### config.mk
export PLATFORM = sky130hd
export DESIGN_NAME = fetch_queue
export DESIGN_NICKNAME = d
export VERILOG_FILES = /design/src/rtl/fetch_queue.sv
export SDC_FILE = /design/constraint.sdc
export NUM_CORES = 1
export LEC_CHECK = 0
export BUFFER_PORTS_ARGS = -buffer_cell sky130_fd_sc_hd__buf_2
export CORE_MARGIN = 2
export CORE_UTILIZATION = 60
export CTS_BUF_LIST = sky130_fd_sc_hd__clkbuf_8 sky130_fd_sc_hd__clkbuf_16
export DETAILED_ROUTE_END_ITERATION = 10
export PLACE_DENSITY = 0.8
export RECOVER_POWER = 100
export SETUP_SLACK_MARGIN = 0.4
export SLEW_MARGIN = 40
export SYNTH_ARGS = -nofsm -noshare
export SYNTH_HDL_FRONTEND = slang
export SYNTH_SLANG_ARGS = --single-unit
export TNS_END_PERCENT = 100
### constraint.sdc
create_clock -name clk -period 8.9 [get_ports clk]
set_clock_uncertainty 0.15 [all_clocks]
set_input_delay 1.78 -clock clk [delete_from_list [all_inputs] [get_ports clk]]
set_output_delay 1.78 -clock clk [all_outputs]
set_load 0.005 [all_outputs]
### src/rtl/fetch_queue.sv
// fetch_queue: receiving end of the 2-wide fetch interface.
// A DEPTH-entry circular buffer that accepts up to two {addr, instr} pairs
// per cycle from fetch and presents the two oldest entries to decode in
// program order (show-ahead), with backpressure and a priority flush.
module fetch_queue #(
  parameter int ADDR_WIDTH = 32,
  parameter int DATA_WIDTH = 32,
  parameter int DEPTH      = 8
) (
  input  logic                    clk,
  input  logic                    rst,
  input  logic                    flush_i,
  input  logic [1:0]              in_valid_i,
  input  logic [ADDR_WIDTH-1:0]   in_addr_0_i,
  input  logic [DATA_WIDTH-1:0]   in_instr_0_i,
  input  logic [ADDR_WIDTH-1:0]   in_addr_1_i,
  input  logic [DATA_WIDTH-1:0]   in_instr_1_i,
  output logic                    in_ready_o,
  output logic [1:0]              out_valid_o,
  output logic [ADDR_WIDTH-1:0]   out_addr_0_o,
  output logic [DATA_WIDTH-1:0]   out_instr_0_o,
  output logic [ADDR_WIDTH-1:0]   out_addr_1_o,
  output logic [DATA_WIDTH-1:0]   out_instr_1_o,
  input  logic [1:0]              out_accept_i,
  output logic [$clog2(DEPTH):0]  count_o
);

  localparam int PTR_W = $clog2(DEPTH);
  localparam int CNT_W = PTR_W + 1;
  // Highest occupancy at which a full pair is still guaranteed to fit.
  localparam logic [CNT_W-1:0] READY_MAX = CNT_W'(DEPTH - 2);

  // Number of set bits in a 2-bit slot mask.
  function automatic logic [1:0] popcount2(input logic [1:0] v);
    popcount2 = {1'b0, v[0]} + {1'b0, v[1]};
  endfunction

  logic [ADDR_WIDTH-1:0] addr_mem_q  [DEPTH];
  logic [DATA_WIDTH-1:0] instr_mem_q [DEPTH];

  logic [PTR_W-1:0] head_q, head_d;
  logic [PTR_W-1:0] tail_q, tail_d;
  logic [CNT_W-1:0] count_q, count_d;

  logic                  in_ready_s;
  logic                  enq_ok_s;
  logic [1:0]            enq_n_s;
  logic [1:0]            deq_n_s;
  logic [1:0]            out_valid_s;
  logic                  wa_en_s, wb_en_s;
  logic [PTR_W-1:0]      wa_ptr_s, wb_ptr_s;
  logic [ADDR_WIDTH-1:0] wa_addr_s, wb_addr_s;
  logic [DATA_WIDTH-1:0] wa_instr_s, wb_instr_s;
  logic [PTR_W-1:0]      head_p1_s;

  // Backpressure, occupancy flags and dequeue amount from registered state.
  always_comb begin
    in_ready_s     = (count_q <= READY_MAX);
    out_valid_s[0] = (count_q >= CNT_W'(1));
    out_valid_s[1] = (count_q >= CNT_W'(2));
    head_p1_s      = head_q + PTR_W'(1);
    // Accept beyond what is presented is ignored; a lone bit1 means nothing.
    if ((out_accept_i == 2'b11) && (out_valid_s == 2'b11)) begin
      deq_n_s = 2'd2;
    end else if (out_accept_i[0] && out_valid_s[0]) begin
      deq_n_s = 2'd1;
    end else begin
      deq_n_s = 2'd0;
    end
  end

  // Compact the valid input slots onto two write ports at tail and tail+1.
  always_comb begin
    enq_ok_s   = in_ready_s && !flush_i;
    wa_en_s    = 1'b0;
    wb_en_s    = 1'b0;
    wa_ptr_s   = tail_q;
    wb_ptr_s   = tail_q + PTR_W'(1);
    wa_addr_s  = in_addr_0_i;
    wa_instr_s = in_instr_0_i;
    wb_addr_s  = in_addr_1_i;
    wb_instr_s = in_instr_1_i;
    case (in_valid_i)
      2'b01: begin
        wa_en_s = enq_ok_s;
      end
      2'b10: begin
        // Only the younger slot is valid: it becomes the next entry.
        wa_en_s    = enq_ok_s;
        wa_addr_s  = in_addr_1_i;
        wa_instr_s = in_instr_1_i;
      end
      2'b11: begin
        wa_en_s = enq_ok_s;
        wb_en_s = enq_ok_s;
      end
      default: begin
        wa_en_s = 1'b0;
        wb_en_s = 1'b0;
      end
    endcase
    if (enq_ok_s) begin
      enq_n_s = popcount2(in_valid_i);
    end else begin
      enq_n_s = 2'd0;
    end
  end

  // Pointer and occupancy update; flush overrides enqueue and dequeue.
  always_comb begin
    head_d  = head_q;
    tail_d  = tail_q;
    count_d = count_q;
    if (flush_i) begin
      head_d  = '0;
      tail_d  = '0;
      count_d = '0;
    end else begin
      head_d  = head_q + PTR_W'(deq_n_s);
      tail_d  = tail_q + PTR_W'(enq_n_s);
      count_d = count_q + CNT_W'(enq_n_s) - CNT_W'(deq_n_s);
    end
  end

  // Control state register with asynchronous reset.
  always_ff @(posedge clk or posedge rst) begin
    if (rst) begin
      head_q  <= '0;
      tail_q  <= '0;
      count_q <= '0;
    end else begin
      head_q  <= head_d;
      tail_q  <= tail_d;
      count_q <= count_d;
    end
  end

  // Entry storage; contents are don't-care until written, so no reset.
  always_ff @(posedge clk) begin
    if (wa_en_s) begin
      addr_mem_q[wa_ptr_s]  <= wa_addr_s;
      instr_mem_q[wa_ptr_s] <= wa_instr_s;
    end
    if (wb_en_s) begin
      addr_mem_q[wb_ptr_s]  <= wb_addr_s;
      instr_mem_q[wb_ptr_s] <= wb_instr_s;
    end
  end

  assign in_ready_o    = in_ready_s;
  assign out_valid_o   = out_valid_s;
  assign out_addr_0_o  = addr_mem_q[head_q];
  assign out_instr_0_o = instr_mem_q[head_q];
  assign out_addr_1_o  = addr_mem_q[head_p1_s];
  assign out_instr_1_o = instr_mem_q[head_p1_s];
  assign count_o       = count_q;

endmodule

==> results.md <==
- The run finished, with violations left.
- The final reports fail on capacitance limit, slew limit.
- Yosys printed 0 warnings.
- In this run the power density over the cells is 255.2 nW/µm².
- TritonCTS built the clock tree.
- The count of nets left with antenna violations once routing finished came out at 0.
- The max-slew violation count came to a little over 900.
- The critical path class is primary input to flip-flop.
- The post-route clock period utilization is 81.54%.
- For the pin with the worst max-slew slack, the measured transition is approximately 4.4 ns.
- In this run the most critical hold path is launched from tail_q[2]$_DFF_PP0_.
- Yosys instantiated no cell more often than mux2_2.
- Dividing the detail-routed wire length by the instance count gives 30.62 µm.
- After floorplanning, the core was divided into 84 placement rows.
- The number of hold-slack violations in the final timing report came to 0.
- The worst hold-check path type is flip-flop to flip-flop.
- The number of levels the H-tree was split into is 2.
- The critical path's slowest cell is clkbuf_1.
- The number of vias per cell after detailed routing is between 6 and 7.
- The number of nets in the layout is 2,092.
- The critical path goes through clkbuf_1, inv_1, ha_1, or3_1, o21ai_0, clkbuf_1.
- The fraction of layout instances using a drive strength above 1 is between 50% and 60%.
- The synthesized design contains 522 register bits.
- The fmax is 0.1378 GHz.
- The most numerous cell type found on the critical path is clkbuf_1.
- The post-synthesis share of cell area spent on full adders, half adders and majority gates is less than 1%.
- The worst setup path is captured at a flip-flop.
- Tracing the worst setup path back leads to its startpoint at in_valid_i[0].
- The number of antenna violations at the first check in global routing came to 12.
- The depth of the worst hold-timing path is 2.
- The number of setup buffers added after CTS is 0.
- The top cell type by total area after synthesis is edfxtp_1.
- The total DRC errors in the routed layout is 0.
- Setup repair after global routing left no endpoint under its margin.
- In this run the static leakage power is about 0.011 µW.
- The number of sinks on the clock net is 522.
- The number of max-cap violations is 30.
- On the worst path, the slowest cell contributes a delay of 3.17 ns.
- Entering global routing, the biggest net connects 66 pins.
- The clock transition time at the flip-flop clock pins of the worst setup and hold paths is 0.06 ns.
- The most used flip-flop cell after synthesis is edfxtp_1.
- The number of filler cells placed in the layout is 3,699.
- The clock insertion delay at the later pin of the skew report is 0.62 ns.
- The area added between synthesis and finish is 8.596%.
- The half-perimeter wire length after placement is about 47,000 µm.
- By count the netlist is led by mux2_2, edfxtp_1, mux4_2.
- The synthesized net count is between 1,500 and 2,000.
- Buffers inserted to repair hold after CTS numbered 0.
- After synthesis, the largest family of logic cells by area is multiplexers.
- The via count of the first global-routing pass is 19,010.
- The number of top-level design ports is 270.
- In this run the standard cell core region covers 52,240 µm².
- In this run the worst path has a maximum fanout of 49.
- The portion of synthesized area spent on multiplexers is 45.26%.
- Synthesis produced a netlist whose cell count is 1,707.
- The worst flop-to-flop path startpoint is count_o[3]$_DFF_PP0_.
- The final critical delay including setup and external delays is 7.257 ns.
- Counting the buffers created by CTS gives 56.
- Buffers placed on the I/O ports in this run total 269.
- The wire length of the first global-routing pass is 120,000 µm.
- The synthesized netlist devotes 0.2143% of its cell area to compound gates.
- The mean area per synthesized cell is 18.47 µm².
- The critical path launch point type is a primary input.
- The vias after detailed routing is between 15,000 and 20,000.
- Yosys mapped a number of flops with a built-in enable equal to 512.
- The die extent in y is 233.2 µm.
- The data required time at the worst endpoint is around 8.9 ns.
- The share of flip-flops with an asynchronous set or reset after synthesis is under 10%.
- The number of search-and-repair iterations in the first detailed-routing pass is 5.
- The number of different library cells in the post-synthesis netlist is 37.
- Sorting the synthesized cells by area gives the leading types as edfxtp_1, mux2_2, mux4_2.
- Global routing used 30.19% of the available tracks across all layers.
- In this run, the number of DRC markers left after iteration 0 of detailed routing was 1,682.
- IR analysis of the VDD net gives a maximum drop of 226.8 µV.
- The completed layout was analyzed and its total power is between 8000 and 9000 µW.
- The synthesized netlist devotes 0.7223% of its cell area to simple gates.
- The total global routing overflow is 0.
- The normalized max-slew margin is -192.5%.
- The number of gates resized after cts is 0.
- The buffer cell driving the clock tree root is clkbuf_16.
- The total placed instance area is 33,300 µm².
- The total non-filler cell area in the finished layout is 34,240 µm².
- In this run the cell area of the synthesized design comes to roughly 32,000 µm².
- Sequential cells were found to cover between 40% and 50% of the synthesized design area.
- Counting along the longest clock path gives a buffer depth of 3.
- The synthesized design devotes to its leading area cell type around 50% of total area.
- The area of the die is 54,390 µm².
- Of the total synthesized cell area, the portion taken by XOR and XNOR cells is 0.1945%.
- The starting density of the core is between 60% and 70%.
- The data arrival time at the worst-slack endpoint is 7.21 ns.
- The final sum of negative setup slack is 0 ns.
- The congestion estimate from routability-driven global placement came to 0.7837.
- The die is 233.2 µm wide.
- Setup violations remaining at the end of the flow were counted as 0.
- For this block, the routed nets add up to around 82,000 µm of wire.
- The worst reg-to-reg path cell count is 7.
## layout by cell type, fill, tap and decap left out, types with 4 or more instances in the layout
cell and count:
clkinv_2 9, inv_1 33, fa_1 4, clkinv_1 12, mux2_1 186, mux2_2 516, nand3_1 4, ha_1 11
mux4_2 256, buf_4 6, nand2_1 5, nor2_1 9, diode_2 8, edfxtp_1 512, buf_2 216, buf_6 9
dfrtp_1 9, nor2b_1 4, clkbuf_1 75, clkbuf_16 58, bufinv_16 4
## critical path, delay by kind of cell
kind,cells,cell delay (ns)
AO/OA/AOI/OAI,1,1.31
adder cells (fa/ha/maj),1,0.24
AND/OR/NAND/NOR,1,0.37
buffers and inverters,3,3.47
## sequential cells by signal, indices dropped and copies added, names as in the netlist
name,cells
addr_mem_q,256
head_q,3
tail_q,3
instr_mem_q,256
count_o,4
## path summary, 6_finish.rpt
path / to / slack, ns
worst max-delay path: instr_mem_q[2][15]$_DFFE_PP_ / 1.64
worst min-delay path: tail_q[2]$_DFF_PP0_ / 0.52
worst max register to register: instr_mem_q[2][15]$_DFFE_PP_ / 1.73
worst min register to register: tail_q[2]$_DFF_PP0_ / 0.52
max in group asynchronous: head_q[2]$_DFF_PP0_ / 7.23
min in group asynchronous: count_o[1]$_DFF_PP0_ / 1.01
## stage by stage
| step | cells | utilization (%) | setup slack [ns] | hold WS (ns) |
|---|---|---|---|---|
| 4_1_cts | 2672 | 67.12 | 2.746 | 0.4987 |
| 5_1_grt | 2680 | 65.53 | 1.370 | 0.5094 |
| 6_report | 2682 | 65.54 | 1.643 | 0.5151 |
| 3_5_place_dp | 2568 | 63.74 | 3.414 | 0.4842 |
| 3_3_place_gp | 2563 | 63.54 | 3.188 | 0.5003 |
| 2_1_floorplan | 1707 | - | 1.052 | 0.4409 |
## logic make-up after synthesis
family / after synthesis
adders and majority gates: 17
and+or+nand+nor: 38
AOI/OAI and AO/OA: 10
muxes: 961
DFF: 522
xor gates and xnor gates: 7
buffers and inverters: 152
## routing by layer
| metal | vias to the layer above | track usage [%] | share of wire (%) |
|---|---|---|---|
| met5 | - | 0 | 0.043 |
| met4 | 6 | 9.176 | 2.3 |
| met3 | 130 | 4.871 | 7.7 |
| met2 | 827 | 49.72 | 50 |
| met1 | 9703 | 41.67 | 40 |
| li1 | 7593 | - | - |
## report_power, final
group	internal (µW)	switching, µW	total [µW]
Combinational	1810	1630	3450
Clock	1290	976	2260
Sequential	2890	137	3030
Total	5990	2740	8740
## final cells by class
| type | instances | area [µm²] | area share (%) |
|---|---|---|---|
| clock inverters | 46 | 312.8 | 0.9136 |
| inverters | 16 | 60.06 | 0.1754 |
| flip-flops and latches | 522 | 15630 | 45.65 |
| well taps | 688 | 860.8 | 2.514 |
| clock buffers | 58 | 1451 | 4.239 |
| multi-input cells | 1033 | 14330 | 41.87 |
| diodes | 8 | 20.02 | 0.05847 |
| repair buffers | 311 | 1569 | 4.583 |
Note: power is estimated with default switching activity, not from simulation.
